## src/rtl/bmp280_sample_store.sv

```systemverilog
// Avalon-MM slave buffering BMP280 raw sample writes in a word FIFO and
// presenting them to a downstream consumer on a valid/ready stream.
`timescale 1ns/1ps
module bmp280_sample_store #(
    parameter int DEPTH = 16,
    parameter int LVL_W = 5
) (
    input  logic        clk,
    input  logic        rst_n,
    input  logic [31:0] address,
    input  logic        read,
    output logic [31:0] readdata,
    output logic        readdatavalid,
    output logic        waitrequest,
    input  logic        write,
    input  logic [3:0]  byteenable,
    input  logic [31:0] writedata,
    output logic [31:0] out_data,
    output logic        out_valid,
    input  logic        out_ready
);

    localparam int AW = $clog2(DEPTH);

    logic [31:0]      mem [DEPTH];
    logic [AW-1:0]    wr_ptr;
    logic [AW-1:0]    rd_ptr;
    logic [LVL_W-1:0] level;
    logic             enable;
    logic [7:0]       err_cnt;
    logic [7:0]       drop_cnt;

    logic [1:0]  reg_sel;
    logic        data_wr, be_ok, full, empty;
    logic        push, pop, flush, ctrl_wr;
    logic        data_drop, data_bad, rsvd_wr, rd_ok, rd_conflict;
    logic [1:0]  err_inc;
    logic [31:0] status_word;
    logic [31:0] read_mux;
    logic        unused_addr;

    function automatic logic [7:0] sat_add(input logic [7:0] cnt, input logic [1:0] inc);
        logic [8:0] sum;
        sum = {1'b0, cnt} + {7'b0, inc};
        return sum[8] ? 8'hFF : sum[7:0];
    endfunction

    assign reg_sel     = address[3:2];
    assign unused_addr = ^{address[31:4], address[1:0]};

    assign data_wr   = write && (reg_sel == 2'd0);
    assign be_ok     = (byteenable == 4'hF);
    assign full      = (level == LVL_W'(DEPTH));
    assign empty     = (level == '0);

    // Full comes from the registered level, so a same-cycle pop cannot unstall a push.
    assign waitrequest = data_wr && be_ok && enable && full;
    assign push        = data_wr && be_ok && enable && !full;
    assign data_drop   = data_wr && be_ok && !enable;
    assign data_bad    = data_wr && !be_ok;
    assign ctrl_wr     = write && (reg_sel == 2'd2) && byteenable[0];
    assign flush       = ctrl_wr && writedata[0];
    assign rsvd_wr     = write && (reg_sel == 2'd3);
    assign rd_ok       = read && !write;
    assign rd_conflict = read && write;
    assign err_inc     = 2'(data_bad) + 2'(rsvd_wr) + 2'(rd_conflict);

    assign out_valid = !empty;
    assign pop       = out_valid && out_ready;
    assign out_data  = out_valid ? mem[rd_ptr] : '0;

    always_comb begin
        status_word              = '0;
        status_word[LVL_W-1:0]   = level;
        status_word[8]           = empty;
        status_word[9]           = full;
        status_word[10]          = enable;
        status_word[23:16]       = err_cnt;
        status_word[31:24]       = drop_cnt;
    end

    always_comb begin
        read_mux = '0;
        case (reg_sel)
            2'd1:    read_mux = status_word;
            2'd2:    read_mux = {30'b0, enable, 1'b0};
            default: read_mux = '0;
        endcase
    end

    always_ff @(posedge clk) begin
        if (push) mem[wr_ptr] <= writedata;
    end

    always_ff @(posedge clk or negedge rst_n) begin
        if (!rst_n) begin
            wr_ptr        <= '0;
            rd_ptr        <= '0;
            level         <= '0;
            enable        <= 1'b1;
            err_cnt       <= '0;
            drop_cnt      <= '0;
            readdata      <= '0;
            readdatavalid <= 1'b0;
        end else begin
            readdatavalid <= rd_ok;
            if (rd_ok) readdata <= read_mux;
            if (ctrl_wr) enable <= writedata[1];
            err_cnt  <= sat_add(err_cnt, err_inc);
            drop_cnt <= sat_add(drop_cnt, {1'b0, data_drop});
            if (flush) begin
                wr_ptr <= '0;
                rd_ptr <= '0;
                level  <= '0;
            end else begin
                if (push) wr_ptr <= wr_ptr + 1'b1;
                if (pop)  rd_ptr <= rd_ptr + 1'b1;
                level <= level + LVL_W'(push) - LVL_W'(pop);
            end
        end
    end

endmodule

```

## config.mk

```make
export PLATFORM = sky130hd
export DESIGN_NAME = bmp280_sample_store
export DESIGN_NICKNAME = d
export VERILOG_FILES = /design/src/rtl/bmp280_sample_store.sv
export SDC_FILE = /design/constraint.sdc
export NUM_CORES = 1
export LEC_CHECK = 0
export BUFFER_PORTS_ARGS = -buffer_cell sky130_fd_sc_hd__buf_2
export CAP_MARGIN = 20
export CORE_MARGIN = 8
export CORE_UTILIZATION = 30
export CTS_CLUSTER_DIAMETER = 150
export DETAILED_ROUTE_END_ITERATION = 12
export PLACE_DENSITY = 0.44
export SKIP_CTS_REPAIR_TIMING = 1
export SLEW_MARGIN = 20
export SYNTH_ARGS = -nofsm -noshare
export SYNTH_HDL_FRONTEND = slang
export SYNTH_SLANG_ARGS = --single-unit
```

## constraint.sdc

```tcl
create_clock -name clk -period 11.2 [get_ports clk]
set_input_delay 0.56 -clock clk [delete_from_list [all_inputs] [get_ports clk]]
set_output_delay 0.56 -clock clk [all_outputs]
set_load 0.005 [all_outputs]
```

==> results by group, run 1 <==
Routing
  • DRT antenna net count: 0
  • Routed WL: 52.9 mm
  • Drt wl/cell: 22.5 um
  • DRC Markers: 0
  • First-pass DRT Iterations: 4
  • DR vias: 11,298
  • Initial drt markers: 769
  • DR vias/cell: 4.81

Run status
  • Outcome: finished clean

Pwr
  • Power density cells: 227 nW/um2
  • VDD IR max: 126 uV
  • Leak pwr: 0.00905 uW

Worst setup path
  • Reg2Reg Setup Slack: 7.98 ns
  • Critical path arrival: 3.73 ns
  • Worst-path maximum fanout: 52
  • Critical path cell sequence: buf_4 -> mux2i_1 -> a22oi_1 -> and3_1 -> a221o_1 -> buf_2
  • CP Launch Point: rd_ptr[1]$_DFFE_PN0P_
  • Slowest library cell on the worst path: dfrtp_4
  • Reg-to-Reg Start: level[2]$_DFF_PN0_
  • Required time of the critical path: 10.64 ns
  • Worst reg2reg path endpoint: level[4]$_DFF_PN0_
  • Worst R2R Path Depth: 14
  • Slowest stage delay, CP: 0.99 ns
  • Setup CP Type: reg2out
  • Critical path endpoint category: output pin
  • CP Launch Type: flip-flop
  • Crit path to: out_data[11]

Floorplan
  • IO Count: 140
  • Core ar.: 74,100 um2
  • Row count: 100
  • Die area: 83,300 um2
  • Die Ht: 289 um
  • Die Span X: 289 um
  • Starting density of the core: 30.1%

Global route
  • Vias in the first global route: 12,115
  • GRT overflow: 0
  • Largest net degree at the start of global routing: 60
  • Initial antenna violation count: 4
  • Total global-route track usage: 12.6%
  • First-pass GRT wire length: 78.9 mm

STA
  • Period Utilization, post-route: 38.3%
  • Setup TNS: 0 ns
  • Pins over their slew limit: 0
  • Fin crit period: 4.29 ns
  • RSZ-0062 raised after global routing: false
  • Max Clock Skew: 0.0188 ns
  • PnR worst setup slack: 6.91 ns
  • Final setup violation count: 0
  • Slew Limit Headroom: 29.5%
  • Highest clock rate: 0.233 GHz
  • Fin. Hold Viols: 0
  • Worst-Margin Slew: 1.06 ns

Place
  • Post-Place Cells: 2,237
  • Final GP Congestion: 0.703
  • HPWL Detailed: 28.3 mm
  • Port bufs: 101
  • Pre-CTS setup slack: 7.50 ns

Synthesis
  • Seq/Total Area, Yosys: 75.1%
  • Area contributors post-synth: edfxtp_1 69%, mux4_2 6.5%, dfrtp_1 6.1%
  • Netlist cell types: 43
  • Syn. warnings: 0
  • Post-synthesis cell area: 22,300 um2
  • Syn avg cell area: 18.4 um2
  • Post-Syn Instances: 1,209
  • Register bit total from synthesis: 567
  • Synth top area share: 68.9%
  • Largest area contributor in the netlist: edfxtp_1

Cells and area
  • Non-Filler Instances: 2,351
  • Share of cells above drive strength 1: 22.1%
  • Synth-to-layout area growth: 16.1%
  • Nets@finish: 1,426

Clock tree
  • H-tree levels: 2
  • Max clock buf depth: 3
  • TritonCTS clock tree: done
  • Clock latency on the worst-skew pair: 0.62 ns
  • Clk slew on worst S/H paths: 0.06 ns
  • Sink Count: 567
  • Num CTS Buffers: 61
  • Root buf cell: clkbuf_16

Run
  • Max cap viols: 0

Hold path
  • Hold WC Path Type: in2async
==> cells in the final DEF, fill, tap and decap left out, types with 4 or more instances in the layout <==
cell type | synthesis | final
clkinv_1 | 0 | 19
nand3_1 | 33 | 33
and2_2 | 0 | 8
nor2b_1 | 6 | 4
mux4_2 | 64 | 64
and3_1 | 38 | 38
a221o_1 | 30 | 30
buf_4 | 8 | 27
dfrtp_1 | 54 | 52
clkbuf_16 | 0 | 63
ha_1 | 19 | 19
mux2i_1 | 128 | 128
nor4_2 | 0 | 4
a21oi_1 | 9 | 9
inv_1 | 24 | 24
nand2_1 | 63 | 63
o21ai_0 | 7 | 7
edfxtp_1 | 512 | 512
xnor2_1 | 5 | 5
nand2b_1 | 5 | 5
nor2_4 | 0 | 6
nor2_1 | 18 | 12
conb_1 | 1 | 8
xor2_1 | 6 | 6
a22oi_1 | 65 | 65
clkinv_2 | 0 | 13
buf_2 | 24 | 101
clkbuf_1 | 32 | 9
bufinv_16 | 0 | 5
==> synth_stat cells (all sizes together) <==
| cell | count |
|---|---|
| ha | 19 |
| nor4 | 4 |
| fa | 3 |
| nand4 | 3 |
| nor2b | 7 |
| a21oi | 9 |
| mux4 | 64 |
| nand4bb | 1 |
| or3 | 2 |
| and2 | 10 |
| a21o | 3 |
| mux2i | 128 |
| dfstp | 1 |
| a22oi | 65 |
| xor2 | 6 |
| nor3b | 2 |
| nor2 | 18 |
| or4b | 1 |
| dfrtp | 54 |
| nand3 | 33 |
| xnor2 | 5 |
| and3 | 39 |
| clkbuf | 32 |
| nand2 | 63 |
| and4 | 2 |
| a221o | 32 |
| nor3 | 3 |
| conb | 1 |
| buf | 44 |
| inv | 24 |
| mux2 | 2 |
| edfxtp | 512 |
| nand2b | 5 |
| nand3b | 1 |
| o21bai | 1 |
| a31oi | 3 |
| o21ai | 7 |
==> worst min-delay path by stage <==
stage,startpoint,cells after the start,end
2_1_floorplan,rst_n,0,drop_cnt[0]$_DFF_PN0_
3_3_place_gp,readdata[0]$_DFFE_PN0P_,2,readdata[0]$_DFFE_PN0P_
3_5_place_dp,readdata[26]$_DFFE_PN0P_,2,readdata[26]$_DFFE_PN0P_
4_1_cts,rst_n,2,readdata[25]$_DFFE_PN0P_
5_1_grt,rst_n,2,readdata[29]$_DFFE_PN0P_
6_report,rst_n,2,readdata[29]$_DFFE_PN0P_
==> power breakdown <==
part | switching [uW] | internal (uW) | total (uW)
registers | 137 | 2350 | 2490
logic | 760 | 689 | 1450
clock network | 807 | 1130 | 1940
==> sequential cells by signal, indices dropped and copies added (netlist names) <==
register / count
drop_cnt: 8
enable: 1
err_cnt: 8
level: 5
mem: 512
rd_ptr: 4
readdata: 24
readdatavalid: 1
wr_ptr: 4
==> routing by layer <==
| metal | vias to the layer above | share of wire [%] | wire, um | track usage (%) |
|---|---|---|---|---|
| met5 | - | 0.042 | 22 | 0 |
| met4 | 4 | 2.2 | 1160 | 3.50 |
| met3 | 86 | 5.4 | 2850 | 2.93 |
| met2 | 229 | 48 | 25200 | 20.9 |
| met1 | 5914 | 45 | 23700 | 16.7 |
| li1 | 5065 | - | - | - |
==> worst max-delay path, delay by kind of cell, from the launching register on <==
kind	cells	cell delay, ns
and+or+nand+nor	1	0.23
DFF	1	0.99
AOI/OAI and AO/OA	2	0.47
muxes	1	0.28
buffers and inverters	2	1.02
==> cell families (layout without fill, tap and decap cells) <==
group / after synthesis / after routing / share of synthesized area [%]
AOI/OAI and AO/OA: 120 / 120 / 4.21
xor gates and xnor gates: 11 / 11 / 0.432
adders and majority gates: 22 / 22 / 1.34
buffers and inverters: 100 / 264 / 2.12
DFF: 567 / 567 / 75.1
muxes: 194 / 194 / 12.3
other: 1 / 10 / 0.0168
and+or+nand+nor: 194 / 194 / 4.47
==> stage by stage <==
| stage | total power, uW | hold WS (ns) | utilization (%) | area [um2] |
|---|---|---|---|---|
| 6_report | 5870 | 0.0764 | 35.0 | 25900 |
| 5_1_grt | 6170 | 0.136 | 35.0 | 25900 |
| 4_1_cts | 6000 | 0.0698 | 35.0 | 25900 |
| 3_5_place_dp | 4030 | 0.455 | 32.4 | 24000 |
| 3_3_place_gp | 4020 | 0.454 | 32.4 | 24000 |
| 2_1_floorplan | 3470 | 0.264 | - | 22300 |
==> cell type report <==
cell class	instances	area (um2)
Clock inverter	40	312
Timing Repair Buffer	128	708
Antenna cell	2	5.00
Sequential cell	567	16800
Inverter	24	90.1
Multi-Input combinational cell	549	5200
Clock buffer	72	1610
Tap cell	969	1210
Fill cell	7021	48200
Note: power is estimated with default switching activity, not from simulation.
==> run 2, diff against run 1 <==
Settings changed: PLACE_DENSITY 0.44 to 0.46.
Clock period 11.2 ns to 3.8 ns, I/O delays scaled along.
==> run 2 against run 1 <==
Via count increased by 0.74%. Count of clock-buffer cells in the layout decreased by 3. Final cell count increased by 1.8%. Power increased to 3.0 times the previous value. Hold slack improved by 0.0086 ns. Die area unchanged. Critical endpoint is now out_data[0].
==> results by group, run 2 (synthesis results as in run 1) <==
Pwr
  • Switching power: 5100 uW (was 1700 uW)
  • Clock share of power: 33.4% (was 33.0%)
  • Sw Ratio: 29.0% (about the same)
  • Leak pwr: 0.00929 uW (was 0.00905 uW)
  • Power density cells: 662 nW/um2 (was 227 nW/um2)
  • VDD IR max: 339 uV (was 126 uV)
  • Internal power: 12,500 uW (was 4170 uW)
  • Combinational power share: 25.7% (was 24.7%)
  • Sequential share of power: 40.9% (was 42.3%)

STA
  • Highest clock rate: 0.299 GHz
  • Max Clock Skew: 0.0266 ns (was 0.0188 ns)
  • Period Utilization, post-route: 88.1%
  • Fin crit period: 3.35 ns
  • Slew Limit Headroom: 38.8% (was 29.5%)
  • Pins over their slew limit: 0 (unchanged)
  • Fin. Hold Viols: 0 (unchanged)
  • PnR worst setup slack: 0.451 ns (was 6.91 ns)
  • Setup TNS: 0 ns (unchanged)
  • Final setup violation count: 0 (unchanged)
  • Worst-Margin Slew: 0.915 ns (was 1.06 ns)
  • Worst hold slack: 0.0849 ns (was 0.0764 ns)
  • RSZ-0062 raised after global routing: false (unchanged)

Worst setup path
  • Critical path cell sequence: inv_1 -> ha_1 -> or4b_1 -> nor2b_4 -> buf_4 -> and3_1 -> a221o_2 -> buf_2 (was buf_4 -> mux2i_1 -> a22oi_1 -> and3_1 -> a221o_1 -> buf_2)
  • Setup CP Type: reg2out (unchanged)
  • Reg2Reg Setup Slack: 0.73 ns (was 7.98 ns)
  • Worst R2R Path Depth: 14 (unchanged)
  • Reg-to-Reg Start: level[3]$_DFF_PN0_ (was level[2]$_DFF_PN0_)
  • CP delay by family, top: simple AND/OR/NAND/NOR gates (was buffers and inverters)
  • Slowest library cell on the worst path: or4b_1 (was dfrtp_4)
  • Slowest stage delay, CP: 0.62 ns (was 0.99 ns)
  • CP Depth: 8 (was 6)
  • Crit path to: out_data[0] (was out_data[11])
  • Critical path endpoint category: output pin (unchanged)
  • Worst-path maximum fanout: 32 (was 52)
  • Required time of the critical path: 3.61 ns (was 10.64 ns)
  • Critical path arrival: 3.16 ns (was 3.73 ns)
  • CP Launch Point: level[3]$_DFF_PN0_ (was rd_ptr[1]$_DFFE_PN0P_)
  • Worst reg2reg path endpoint: level[4]$_DFF_PN0_ (unchanged)
  • CP Launch Type: flip-flop (unchanged)
  • Bufs and invs on worst path: 3 (was 2)

Clock tree
  • Root buf cell: clkbuf_16 (unchanged)
  • H-tree levels: 2 (unchanged)
  • Max clock buf depth: 3 (unchanged)
  • Clock latency on the worst-skew pair: 0.63 ns (was 0.62 ns)
  • Sink Count: 567 (unchanged)
  • Num CTS Buffers: 60 (was 61)
  • TritonCTS clock tree: done (unchanged)
  • Clk slew on worst S/H paths: 0.06 ns (about the same)

Floorplan
  • Row count: 100 (unchanged)
  • Die Ht: 289 um (unchanged)
  • Die Span X: 289 um (unchanged)
  • Starting density of the core: 30.1% (unchanged)
  • Die area: 83,300 um2 (unchanged)
  • Core ar.: 74,100 um2 (unchanged)
  • IO Count: 140 (unchanged)

Global route
  • First-pass GRT wire length: 78.9 mm (about the same)
  • Total global-route track usage: 12.6% (about the same)
  • GRT overflow: 0 (unchanged)
  • Initial antenna violation count: 2 (was 4)
  • Vias in the first global route: 12,011 (was 12,115)
  • Largest net degree at the start of global routing: 56 (was 60)

Routing
  • DRC Markers: 0 (unchanged)
  • DR vias/cell: 4.76 (was 4.81)
  • First-pass DRT Iterations: 4 (unchanged)
  • Initial drt markers: 608 (was 769)
  • DR vias: 11,382 (was 11,298)
  • Drt wl/cell: 22.1 um (was 22.5 um)
  • Routed WL: 52.8 mm (was 52.9 mm)
  • DRT antenna net count: 0 (unchanged)

Cells and area
  • Share of cells above drive strength 1: 22.1% (about the same)
  • Nets@finish: 1,469 (was 1,426)
  • Fill cell count: 6,991 (was 7,021)
  • Antenna diode count: 0 (was 2)
  • Largest reg by FF count: mem (unchanged)
  • Max reg flops: 512 (unchanged)
  • Util after Layout: 35.8% (was 35.0%)
  • Regs by FF count: mem: 512 flops, readdata: 24 flops (unchanged)
  • Most frequent cells in the layout: 512 x edfxtp_1, 128 x mux2i_1, 101 x buf_2, 65 x a22oi_1, 64 x mux4_2 (unchanged)
  • Commonest non-fill, non-tap cell in the layout: edfxtp_1 (unchanged)
  • Synth-to-layout area growth: 19.0% (was 16.1%)

Hold path
  • Hold WC Path Type: in2reg (was in2async)

Run status
  • Outcome: finished clean (unchanged)

Place
  • Port bufs: 101 (unchanged)
  • HPWL Detailed: 29.3 mm (was 28.3 mm)
  • Final GP Congestion: 0.710 (was 0.703)
  • Pre-CTS setup slack: 0.711 ns (was 7.50 ns)

Run
  • Max cap viols: 0 (unchanged)
## run 2: cell types whose count changed in the layout (fill, tap and decap cells not counted), moves of 3 or more
cell / change
dlygate4sd3_1: +36
buf_12: +14
buf_4: -6
clkinv_2: -5
clkinv_4: +3
clkinvlp_4: +3
## run 2: metrics by stage
| stage | cells | power [uW] | area (um2) |
|---|---|---|---|
| global route | 2393 | 18500 | 26500 |
| floorplan | 1216 | 10200 | 22300 |
| CTS | 2357 | 17900 | 26200 |
| global placement | 2245 | 12000 | 24200 |
| detailed placement | 2245 | 12000 | 24200 |
| finish | 2393 | 17600 | 26500 |
## run 2: power groups by stage
stage	Clock [uW]	Sequential [uW]	Combinational, uW
5_1_grt	6260	7220	4980
3_3_place_gp	0	7320	4660
2_1_floorplan	0	7150	3070
3_5_place_dp	0	7330	4660
6_report	5870	7190	4520
4_1_cts	6050	7200	4670
## run 2: tightest hold or removal path, cell delays in order
cell,delay (ns)
buf_2,0.13
and2_1,0.15
ha_1,0.13
nand2b_1,0.09
## run 2: area by class of cell
| cell class | instances | area, um2 | share of cell area, % |
|---|---|---|---|
| flip-flops and latches | 567 | 16800 | 63.1 |
| clock buffers | 69 | 1560 | 5.86 |
| multi-input cells | 549 | 5190 | 19.6 |
| clock inverters | 43 | 430 | 1.62 |
| repair buffers | 172 | 1300 | 4.91 |
| well taps | 969 | 1210 | 4.57 |
| inverters | 24 | 90.1 | 0.339 |
## run 2: how the worst min path moves through the flow
stage,to,depth (start not counted),from,slack [ns]
after global routing,err_cnt[0]$_DFF_PN0_,4,write,0.10
after global placement,readdata[30]$_DFFE_PN0P_,2,rst_n,0.38
after detailed placement,readdata[29]$_DFFE_PN0P_,2,rst_n,0.39
after floorplan,drop_cnt[0]$_DFF_PN0_,0,rst_n,-0.11
after CTS,readdata[29]$_DFFE_PN0P_,2,rst_n,-0.30
final,err_cnt[0]$_DFF_PN0_,4,write,0.08
## run 2: metal layers
metal  up-vias  GRT usage (%)  wire (um)
met2       207           20.7      25100
li1       5154              -          -
met3        79           2.67       2140
met5         -              0         13
met4         2           3.28       1150
met1      5940           17.1      24400
==> run 3, diff against run 2 <==
Settings changed: CORE_UTILIZATION 30 to 40, PLACE_DENSITY 0.46 to 0.58.
==> run 3 against run 2 <==
Die area shrank 24%. Clock skew fell by 0.0026 ns. Core utilization rose by 11 points.
==> results by group, run 3 (synthesis results as in run 1) <==
Run status
  • Outcome: finished clean (unchanged)

Place
  • Port bufs: 101 (unchanged)
  • Dpl cell area: 23,900 um2 (was 24,200 um2)
  • Final GP Congestion: 0.715 (was 0.710)
  • HPWL Detailed: 27.1 mm (was 29.3 mm)

Cells and area
  • Largest reg by FF count: mem (unchanged)
  • Fill cell count: 4,691 (was 6,991)
  • Max reg flops: 512 (unchanged)
  • Commonest non-fill, non-tap cell in the layout: edfxtp_1 (unchanged)
  • Finished layout cell area: 26,100 um2 (was 26,500 um2)
  • Antenna diode count: 0 (unchanged)
  • Nets@finish: 1,469 (unchanged)
  • Most frequent cells in the layout: 512 x edfxtp_1, 128 x mux2i_1, 101 x buf_2, 65 x a22oi_1, 64 x mux4_2 (unchanged)
  • Synth-to-layout area growth: 16.8% (was 19.0%)
  • Share of cells above drive strength 1: 21.9% (was 22.1%)
  • Regs by FF count: mem: 512 flops, readdata: 24 flops (unchanged)

Pwr
  • Leak pwr: 0.00922 uW (was 0.00929 uW)
  • VDD IR max: 379 uV (was 339 uV)
  • Power Total: 17,100 uW (was 17,600 uW)
  • Power density cells: 655 nW/um2 (was 662 nW/um2)

Worst setup path
  • CP Launch Point: level[3]$_DFF_PN0_ (unchanged)
  • Worst-path maximum fanout: 24 (was 32)
  • Critical path arrival: 3.12 ns (was 3.16 ns)
  • Setup CP Type: reg2out (unchanged)
  • Critical path endpoint category: output pin (unchanged)
  • Worst reg2reg path endpoint: level[4]$_DFF_PN0_ (unchanged)
  • Reg2Reg Setup Slack: 0.70 ns (was 0.73 ns)
  • Reg-to-Reg Start: level[3]$_DFF_PN0_ (unchanged)
  • CP Launch Type: flip-flop (unchanged)
  • Worst R2R Path Depth: 14 (unchanged)
  • Required time of the critical path: 3.61 ns (about the same)

Routing
  • Initial drt markers: 657 (was 608)
  • DR vias: 11,282 (was 11,382)
  • DR vias/cell: 5.20 (was 4.76)
  • Routed WL: 48.0 mm (was 52.8 mm)
  • DRC Markers: 0 (unchanged)
  • Drt wl/cell: 22.1 um (about the same)
  • First-pass DRT Iterations: 5 (was 4)
  • DRT antenna net count: 0 (unchanged)

STA
  • Period Utilization, post-route: 87.1% (was 88.1%)
  • Max Clock Skew: 0.0239 ns (was 0.0266 ns)
  • Setup TNS: 0 ns (unchanged)
  • Slew Limit Headroom: 35.7% (was 38.8%)
  • Pins over their slew limit: 0 (unchanged)
  • Worst hold slack: 0.0333 ns (was 0.0849 ns)
  • Final setup violation count: 0 (unchanged)
  • Fin crit period: 3.31 ns (was 3.35 ns)
  • Fin. Hold Viols: 0 (unchanged)
  • Highest clock rate: 0.302 GHz (was 0.299 GHz)
  • RSZ-0062 raised after global routing: false (unchanged)
  • Worst-Margin Slew: 0.963 ns (was 0.915 ns)

Clock tree
  • TritonCTS clock tree: done (unchanged)
  • Clock latency on the worst-skew pair: 0.62 ns (was 0.63 ns)
  • Sink Count: 567 (unchanged)
  • Clk slew on worst S/H paths: 0.06 ns (about the same)
  • Num CTS Buffers: 58 (was 60)
  • Root buf cell: clkbuf_16 (unchanged)
  • Max clock buf depth: 3 (unchanged)
  • H-tree levels: 2 (unchanged)

Floorplan
  • IO Count: 140 (unchanged)
  • Core ar.: 55,100 um2 (was 74,100 um2)
  • Die Ht: 252 um (was 289 um)
  • Starting density of the core: 40.5% (was 30.1%)
  • Row count: 86 (was 100)
  • Die Span X: 252 um (was 289 um)
  • Die area: 63,600 um2 (was 83,300 um2)

Global route
  • Total global-route track usage: 14.8% (was 12.6%)
  • Largest net degree at the start of global routing: 57 (was 56)
  • First-pass GRT wire length: 72.5 mm (was 78.9 mm)
  • Initial antenna violation count: 0 (was 2)
  • GRT overflow: 0 (unchanged)
  • Vias in the first global route: 11,809 (was 12,011)

Hold path
  • Worst Hold Depth: 3 (was 4)
  • Worst Hold Endpoint: enable$_DFFE_PN1P_ (was err_cnt[0]$_DFF_PN0_)
  • Hold WC Path Type: in2reg (unchanged)
  • Hold_sp: write (unchanged)

Run
  • Max cap viols: 0 (unchanged)
[run 3: cell count changes in the layout (fill, tap and decap cells not counted), sizes merged]
cell and delta:
buf +3, clkbuf +5, clkinvlp -3, inv +2
clkinv -6, bufinv -2, dlygate4sd3 -1
[run 3: cell type report]
cell class / count / area (um2) / area share (%)
clock buffer: 74 / 1530 / 5.88
tap: 748 / 936 / 3.59
inverter: 24 / 90.1 / 0.346
timing repair buffer: 174 / 1240 / 4.76
multi-input combinational: 549 / 5180 / 19.9
clock inverter: 34 / 314 / 1.21
sequential: 567 / 16800 / 64.3
[run 3: power breakdown]
| part | internal, uW | total [uW] | switching [uW] |
|---|---|---|---|
| logic | 2100 | 4450 | 2350 |
| clock network | 3190 | 5510 | 2320 |
| registers | 6930 | 7120 | 193 |
[run 3: critical path, stage by stage (launching register included)]
cell and delay, ns:
dfrtp_1 0.38, inv_1 0.08, ha_1 0.19, or4b_1 0.34, nand2_1 0.14, nor2_4 0.74, buf_4 0.32, a221o_1 0.18
buf_2 0.12
[run 3: metal layers]
metal,share of wire [%],track usage (%)
met2,49,24.8
met1,44,19.5
met4,1.6,3.36
met3,5.4,3.67
met5,0,0
[run 3: worst max-delay path by stage]
| stage | endpoint | slack [ns] | cells past startpoint |
|---|---|---|---|
| global placement | level[4]$_DFF_PN0_ | 0.76 | 14 |
| detailed placement | level[4]$_DFF_PN0_ | 0.71 | 14 |
| global route | out_data[13] | 0.31 | 8 |
| floorplan | mem[3][0]$_DFFE_PP_ | -1.02 | 8 |
| finish | out_data[16] | 0.49 | 8 |
| CTS | out_data[16] | 0.39 | 8 |
[run 3: per-stage QoR]
| stage | utilization (%) | setup WS, ns | cells |
|---|---|---|---|
| detailed placement | 43.3 | 0.714 | 2027 |
| global placement | 43.3 | 0.756 | 2027 |
| finish | 47.3 | 0.492 | 2170 |
| CTS | 46.7 | 0.385 | 2135 |
| floorplan | - | -1.02 | 1216 |
| global route | 47.3 | 0.311 | 2170 |
